## config.mk

```make
export PLATFORM = sky130hd
export DESIGN_NAME = mixcol_engine_flat
export DESIGN_NICKNAME = d
export VERILOG_FILES = /design/src/rtl/mixcol_pkg.sv /design/src/rtl/mixcol_if.sv /design/src/rtl/mixcol_word.sv /design/src/rtl/mixcol_engine.sv /design/src/flat_wrapper.sv
export SDC_FILE = /design/constraint.sdc
export NUM_CORES = 1
export LEC_CHECK = 0
export BUFFER_PORTS_ARGS = -buffer_cell sky130_fd_sc_hd__buf_2
export CAP_MARGIN = 20
export CORE_AREA = 2 2 107 161
export DETAILED_ROUTE_END_ITERATION = 6
export DIE_AREA = 0 0 109 163
export HOLD_SLACK_MARGIN = 0.03
export MAX_ROUTING_LAYER = met4
export PLACE_DENSITY = 0.85
export SETUP_SLACK_MARGIN = 0.4
export SLEW_MARGIN = 20
export SYNTH_ARGS = -nofsm -noshare
export SYNTH_HDL_FRONTEND = slang
export SYNTH_SLANG_ARGS = --single-unit
```

## constraint.sdc

```tcl
create_clock -name clk -period 3 [get_ports clk]
set_input_delay 0.6 -clock clk [delete_from_list [all_inputs] [get_ports clk]]
set_output_delay 0.6 -clock clk [all_outputs]
set_load 0.01 [all_outputs]
```

## src/rtl/mixcol_pkg.sv

```systemverilog
// Shared encodings and GF(2^8) helpers for the MixColumns engine.
package mixcol_pkg;

  localparam logic [1:0] MODE_FWD = 2'b00;
  localparam logic [1:0] MODE_INV = 2'b01;
  localparam logic [1:0] MODE_BYP = 2'b10;

  typedef enum logic [1:0] {
    ST_IDLE,
    ST_BUSY,
    ST_DONE
  } state_e;

  function automatic logic [7:0] xtime(input logic [7:0] b);
    return {b[6:0], 1'b0} ^ (b[7] ? 8'h1b : 8'h00);
  endfunction

  // Only the multipliers MixColumns/InvMixColumns need are supported.
  function automatic logic [7:0] gmul(input logic [7:0] b, input logic [3:0] c);
    logic [7:0] x2;
    logic [7:0] x4;
    logic [7:0] x8;
    x2 = xtime(b);
    x4 = xtime(x2);
    x8 = xtime(x4);
    case (c)
      4'h2:    return x2;
      4'h3:    return x2 ^ b;
      4'h9:    return x8 ^ b;
      4'hb:    return x8 ^ x2 ^ b;
      4'hd:    return x8 ^ x4 ^ b;
      4'he:    return x8 ^ x4 ^ x2;
      default: return 8'h00;
    endcase
  endfunction

endpackage

```

## src/rtl/mixcol_if.sv

```systemverilog
// Valid/ready input and output channels of the MixColumns engine.
interface mixcol_if #(
  parameter int unsigned NCOL = 4
);
  logic                   in_valid;
  logic                   in_ready;
  logic [1:0]             in_mode;
  logic [32*NCOL-1:0]     in_state;
  logic                   out_valid;
  logic                   out_ready;
  logic [32*NCOL-1:0]     out_state;

  modport master (
    output in_valid, in_mode, in_state, out_ready,
    input  in_ready, out_valid, out_state
  );

  modport slave (
    input  in_valid, in_mode, in_state, out_ready,
    output in_ready, out_valid, out_state
  );
endinterface

```

## src/rtl/mixcol_word.sv

```systemverilog
// Combinational single-column MixColumns / InvMixColumns; row0 byte in col[31:24].
module mixcol_word
  import mixcol_pkg::*;
(
  input  logic [31:0] col_in,
  input  logic        inv,
  output logic [31:0] col_out
);

  logic [7:0] a [4];
  logic [7:0] b;

  always_comb begin
    col_out = '0;
    b       = '0;
    for (int unsigned r = 0; r < 4; r++) begin
      a[r] = col_in[8*(3-r) +: 8];
    end
    for (int unsigned r = 0; r < 4; r++) begin
      if (inv) begin
        b = gmul(a[2'(r)], 4'he) ^ gmul(a[2'(r+1)], 4'hb)
          ^ gmul(a[2'(r+2)], 4'hd) ^ gmul(a[2'(r+3)], 4'h9);
      end else begin
        b = gmul(a[2'(r)], 4'h2) ^ gmul(a[2'(r+1)], 4'h3)
          ^ a[2'(r+2)] ^ a[2'(r+3)];
      end
      col_out[8*(3-r) +: 8] = b;
    end
  end

endmodule

```

## src/rtl/mixcol_engine.sv

```systemverilog
// Sequential MixColumns engine: CPC columns per clock, state rotated through the mixers.
module mixcol_engine
  import mixcol_pkg::*;
#(
  parameter int unsigned NCOL = 4,
  parameter int unsigned CPC  = 1
) (
  input  logic  clk,
  input  logic  reset_n,
  mixcol_if.slave bus,
  output logic  busy
);

  localparam int unsigned W     = 32 * NCOL;
  localparam int unsigned STEPS = (CPC == 0) ? 1 : NCOL / CPC;
  localparam int unsigned CW    = (STEPS > 1) ? $clog2(STEPS) : 1;
  localparam logic [CW-1:0] LAST = CW'(STEPS - 1);

  if (CPC == 0 || CPC > NCOL || (NCOL % CPC) != 0) begin : g_bad_param
    $error("mixcol_engine: CPC must divide NCOL");
  end

  state_e          state_q, state_d;
  logic [W-1:0]    data_q, data_d;
  logic            inv_q, inv_d;
  logic [CW-1:0]   count_q, count_d;

  logic [32*CPC-1:0] mix_lo;
  logic [W-1:0]      step;
  logic              accept;

  for (genvar g = 0; g < CPC; g++) begin : g_word
    mixcol_word u_word (
      .col_in  (data_q[32*g +: 32]),
      .inv     (inv_q),
      .col_out (mix_lo[32*g +: 32])
    );
  end

  // Mixed low columns go to the top so column 0 returns home after STEPS cycles.
  if (CPC == NCOL) begin : g_rot_full
    assign step = mix_lo;
  end else begin : g_rot
    assign step = {mix_lo, data_q[W-1:32*CPC]};
  end

  always_ff @(posedge clk or negedge reset_n) begin
    if (!reset_n) begin
      state_q <= ST_IDLE;
      data_q  <= '0;
      inv_q   <= 1'b0;
      count_q <= '0;
    end else begin
      state_q <= state_d;
      data_q  <= data_d;
      inv_q   <= inv_d;
      count_q <= count_d;
    end
  end

  always_comb begin
    state_d = state_q;
    case (state_q)
      ST_IDLE: begin
        if (bus.in_valid) state_d = bus.in_mode[1] ? ST_DONE : ST_BUSY;
      end
      ST_BUSY: begin
        if (count_q == LAST) state_d = ST_DONE;
      end
      ST_DONE: begin
        if (bus.out_ready) begin
          if (bus.in_valid) state_d = bus.in_mode[1] ? ST_DONE : ST_BUSY;
          else              state_d = ST_IDLE;
        end
      end
      default: state_d = ST_IDLE;
    endcase
  end

  always_comb begin
    bus.in_ready  = (state_q == ST_IDLE) || ((state_q == ST_DONE) && bus.out_ready);
    bus.out_valid = (state_q == ST_DONE);
    bus.out_state = data_q;
    busy          = (state_q == ST_BUSY);
    accept        = bus.in_ready && bus.in_valid;
  end

  always_comb begin
    data_d  = data_q;
    inv_d   = inv_q;
    count_d = count_q;
    if (accept) begin
      data_d  = bus.in_state;
      inv_d   = bus.in_mode[0];
      count_d = '0;
    end else if (state_q == ST_BUSY) begin
      data_d  = step;
      count_d = count_q + CW'(1);
    end
  end

endmodule
```

## src/flat_wrapper.sv

```systemverilog
// flat-port wrapper written by rule: the top's interface ports become plain ports
module mixcol_engine_flat import mixcol_pkg::*;
#(
  parameter int unsigned NCOL = 4,
  parameter int unsigned CPC  = 1
)
  (clk, reset_n, busy, bus_in_valid, bus_in_mode, bus_in_state, bus_out_ready, bus_in_ready, bus_out_valid, bus_out_state);
  mixcol_if #(.NCOL(NCOL)) bus_i ();
  input  logic clk;
  input  logic reset_n;
  output logic busy;
  input wire logic [$bits(bus_i.in_valid)-1:0] bus_in_valid;
  input wire logic [$bits(bus_i.in_mode)-1:0] bus_in_mode;
  input wire logic [$bits(bus_i.in_state)-1:0] bus_in_state;
  input wire logic [$bits(bus_i.out_ready)-1:0] bus_out_ready;
  output wire logic [$bits(bus_i.in_ready)-1:0] bus_in_ready;
  output wire logic [$bits(bus_i.out_valid)-1:0] bus_out_valid;
  output wire logic [$bits(bus_i.out_state)-1:0] bus_out_state;
  assign bus_i.in_valid = bus_in_valid;
  assign bus_i.in_mode = bus_in_mode;
  assign bus_i.in_state = bus_in_state;
  assign bus_i.out_ready = bus_out_ready;
  assign bus_in_ready = bus_i.in_ready;
  assign bus_out_valid = bus_i.out_valid;
  assign bus_out_state = bus_i.out_state;
  mixcol_engine #(.NCOL(NCOL), .CPC(CPC)) u_core (.clk(clk), .reset_n(reset_n), .bus(bus_i), .busy(busy));
endmodule
```

==> out/metrics.cfg <==
[outcome]
status = finished, final reports clean

[setup_path]
crit_path_max_incr_delay_ns = 0.48
critPathKind = register to register
r2r_start = u_core.bus.out_state[11]
cp_slowest_cell = xnor2_1
cp_max_fo = 3
startpoint_type = register
path_buf_inv = 1
worstPathCellList = xnor2_1 > buf_4 > xnor2_1 > xnor2_1 > xor2_1 > xnor2_1 > a211oi_1 > o21ai_0
path_common_cell = xnor2_1
reg2reg_to = u_core.bus.out_state[110]
endpoint_kind = register
required_ns = 3.30
worst-r2r-cell-count = 8
cp_data_arrival_time_ns = 2.83
regToRegSetupSlack_ns = 0.47
cpLargestDelayFamily = XOR/XNOR gates

[clock_network]
cts_hold_buffers = 0
cts_buffers = 17
cts-root-buf = clkbuf_16
worst_skew_pair.late_latency_ns = 0.43
cts_setup_buffers = 0
cts_tree = done
clockBufferDepth = 2
clk_pin_slew_ns = 0.07
htreeDepth = 4
clock-sinks = 133

[sta]
hold_viol_final = 0
slew_violations = 0
setup_tns_ns = 0
setup-violations-final = 0
post-route-period-util_pct = 84.3
rsz0062_at_grt = true
tightest_slew_ns = 0.969
relSlewSlack_pct = 35.3
fin_skew_ns = 0.0165
min_period_ns = 2.53
max_freq_ghz = 0.396

[synthesis]
synth_seq_cells = 133
seq_area_frac_synth_pct = 39.6
synthCells = 955
ys_warn_count = 0
ys_async_sr_fraction_pct = 100
synth-main-ff-cell = dfrtp_1
avgSynthCellArea_um2 = 8.80
synth_edf_count = 0
ys_types = 39
netlist_area_um2 = 8400
synth_fp_nets = 1090

[placed_design]
place_congestion = 1.03
dp_hpwl_um = 22400
port_buffers = 264

[routing]
drt-initial-drc-count = 688
drt-total-wl_um = 30300
ant_nets = 0
drt_pass1_iterations = 6
drc_errors = 0
via_count = 8030
via_per_inst = 5.67
routedWlPerCell_um = 21.4

[floorplan]
core_um2 = 16500
die_h_um = 163
die_w_um = 109
dieArea_um2 = 17800
pin_count = 265
rows = 58
initial_utilization_pct = 51.0

[layout]
drive_gt1_share_pct = 30.0
area_delta_synth_final_pct = 26.8
n_antenna_cell = 0
final_nets = 1328

[global_route]
antenna_found_initial = 0
grt_pass1_wl_um = 45900
overflow = 0
grt_usage_pct = 35.9
grt_pass1_vias = 7990
grt_max_degree = 84

[flow_run]
drv_cap = 0

[worst_hold_path]
hp-class = input port to async pin

## per-layer routing
layer  wire [um]  vias up  share of wire (%)  track usage (%)
li1            -     3603                  -                -
met1       11500     3864                 38             44.8
met2       15100      454                 50             56.6
met3        2010      109                6.6             5.52
met4        1610        0                5.3             17.3
met5           0        -                  0                -
## Yosys cell counts (5+ instances only)
master	number	area share, %
xor2_1	46	4.8
a22oi_1	39	3.5
xnor2_2	5	0.97
xnor3_1	7	1.9
dfrtp_1	133	40
o21ai_1	6	0.36
buf_2	11	0.66
buf_1	9	0.40
a211oi_1	6	0.54
a21oi_1	14	0.83
nor2_1	81	3.6
a31oi_1	60	4.5
xnor2_1	163	17
clkbuf_1	57	2.5
nand2_1	227	10
mux2i_1	11	1.3
o21ai_0	35	2.1
buf_4	6	0.54
or3_1	5	0.37
## metrics by stage
| stage | std cells | setup WS (ns) | instance area [um^2] | hold WS (ns) | util (%) |
|---|---|---|---|---|---|
| global placement | 1384 | 0.476 | 9970 | 0.481 | 60.5 |
| CTS | 1415 | 0.413 | 10600 | 0.179 | 64.4 |
| floorplan | 955 | 0.779 | 8400 | 0.304 | - |
| finish | 1415 | 0.472 | 10700 | 0.146 | 64.7 |
| detailed placement | 1384 | 0.434 | 9970 | 0.500 | 60.5 |
| global route | 1415 | 0.316 | 10700 | 0.196 | 64.7 |
## repair_timing
action / CTS / global route
setup endpoints to repair: 1 / 6
gates resized for setup: 1 / 8
pin swaps: 0 / 1
## cell families after synthesis
logic type,share of synthesized area [%]
fa+ha+maj,0.149
xor+xnor,26.7
simple gates,14.9
buf+inv,4.63
compound gates,12.6
mux,1.47
flops,39.6
## sequential cells by signal (all words and copies together), names as in the netlist
name                  cells
u_core.state_q            2
u_core.inv_q              1
u_core.count_q            2
u_core.bus.out_state    128
## layout by cell type, fill, tap and decap left out, types with 2 or more instances in the layout
cell type  instances
buf_2            263
nand2_1          226
xnor2_1          160
dfrtp_1          130
nor2_1            80
a31oi_1           60
xor2_1            45
a22oi_1           39
buf_4             39
o21ai_0           35
clkbuf_16         17
a21oi_1           14
mux2i_1           11
xnor2_2            7
xnor3_1            7
a211oi_1           6
o21ai_1            6
or3_1              5
clkinv_4           4
inv_6              4
bufinv_16          4
o22ai_1            3
xor2_2             3
dfrtp_2            3
nor2b_1            2
xor2_4             2
xnor3_2            2
nor3_1             2
a211o_1            2
a221oi_1           2
and3_1             2
buf_12             2
## cell type report
| cell class | count | area [um^2] |
|---|---|---|
| Sequential cell | 133 | 3330 |
| Tap cell | 210 | 263 |
| Multi-Input combinational cell | 734 | 4760 |
| Clock buffer | 18 | 439 |
| Fill cell | 1398 | 5820 |
| Inverter | 2 | 10.0 |
| Timing Repair Buffer | 305 | 1660 |
| Clock inverter | 13 | 195 |
## worst max path at each step
stage          cells past startpoint                        end                      from  slack [ns]
6_report                           8  u_core.bus.out_state[110]  u_core.bus.out_state[11]        0.47
5_1_grt                            8  u_core.bus.out_state[110]  u_core.bus.out_state[15]        0.32
4_1_cts                            8  u_core.bus.out_state[110]  u_core.bus.out_state[15]        0.41
3_5_place_dp                       7  u_core.bus.out_state[123]  u_core.bus.out_state[15]        0.43
3_3_place_gp                       8  u_core.bus.out_state[110]  u_core.bus.out_state[15]        0.48
2_1_floorplan                      8  u_core.bus.out_state[123]  u_core.bus.out_state[30]        0.78
Power is not shown: default switching activity piles up to over one toggle a cycle in this logic, so the estimate is an artifact.
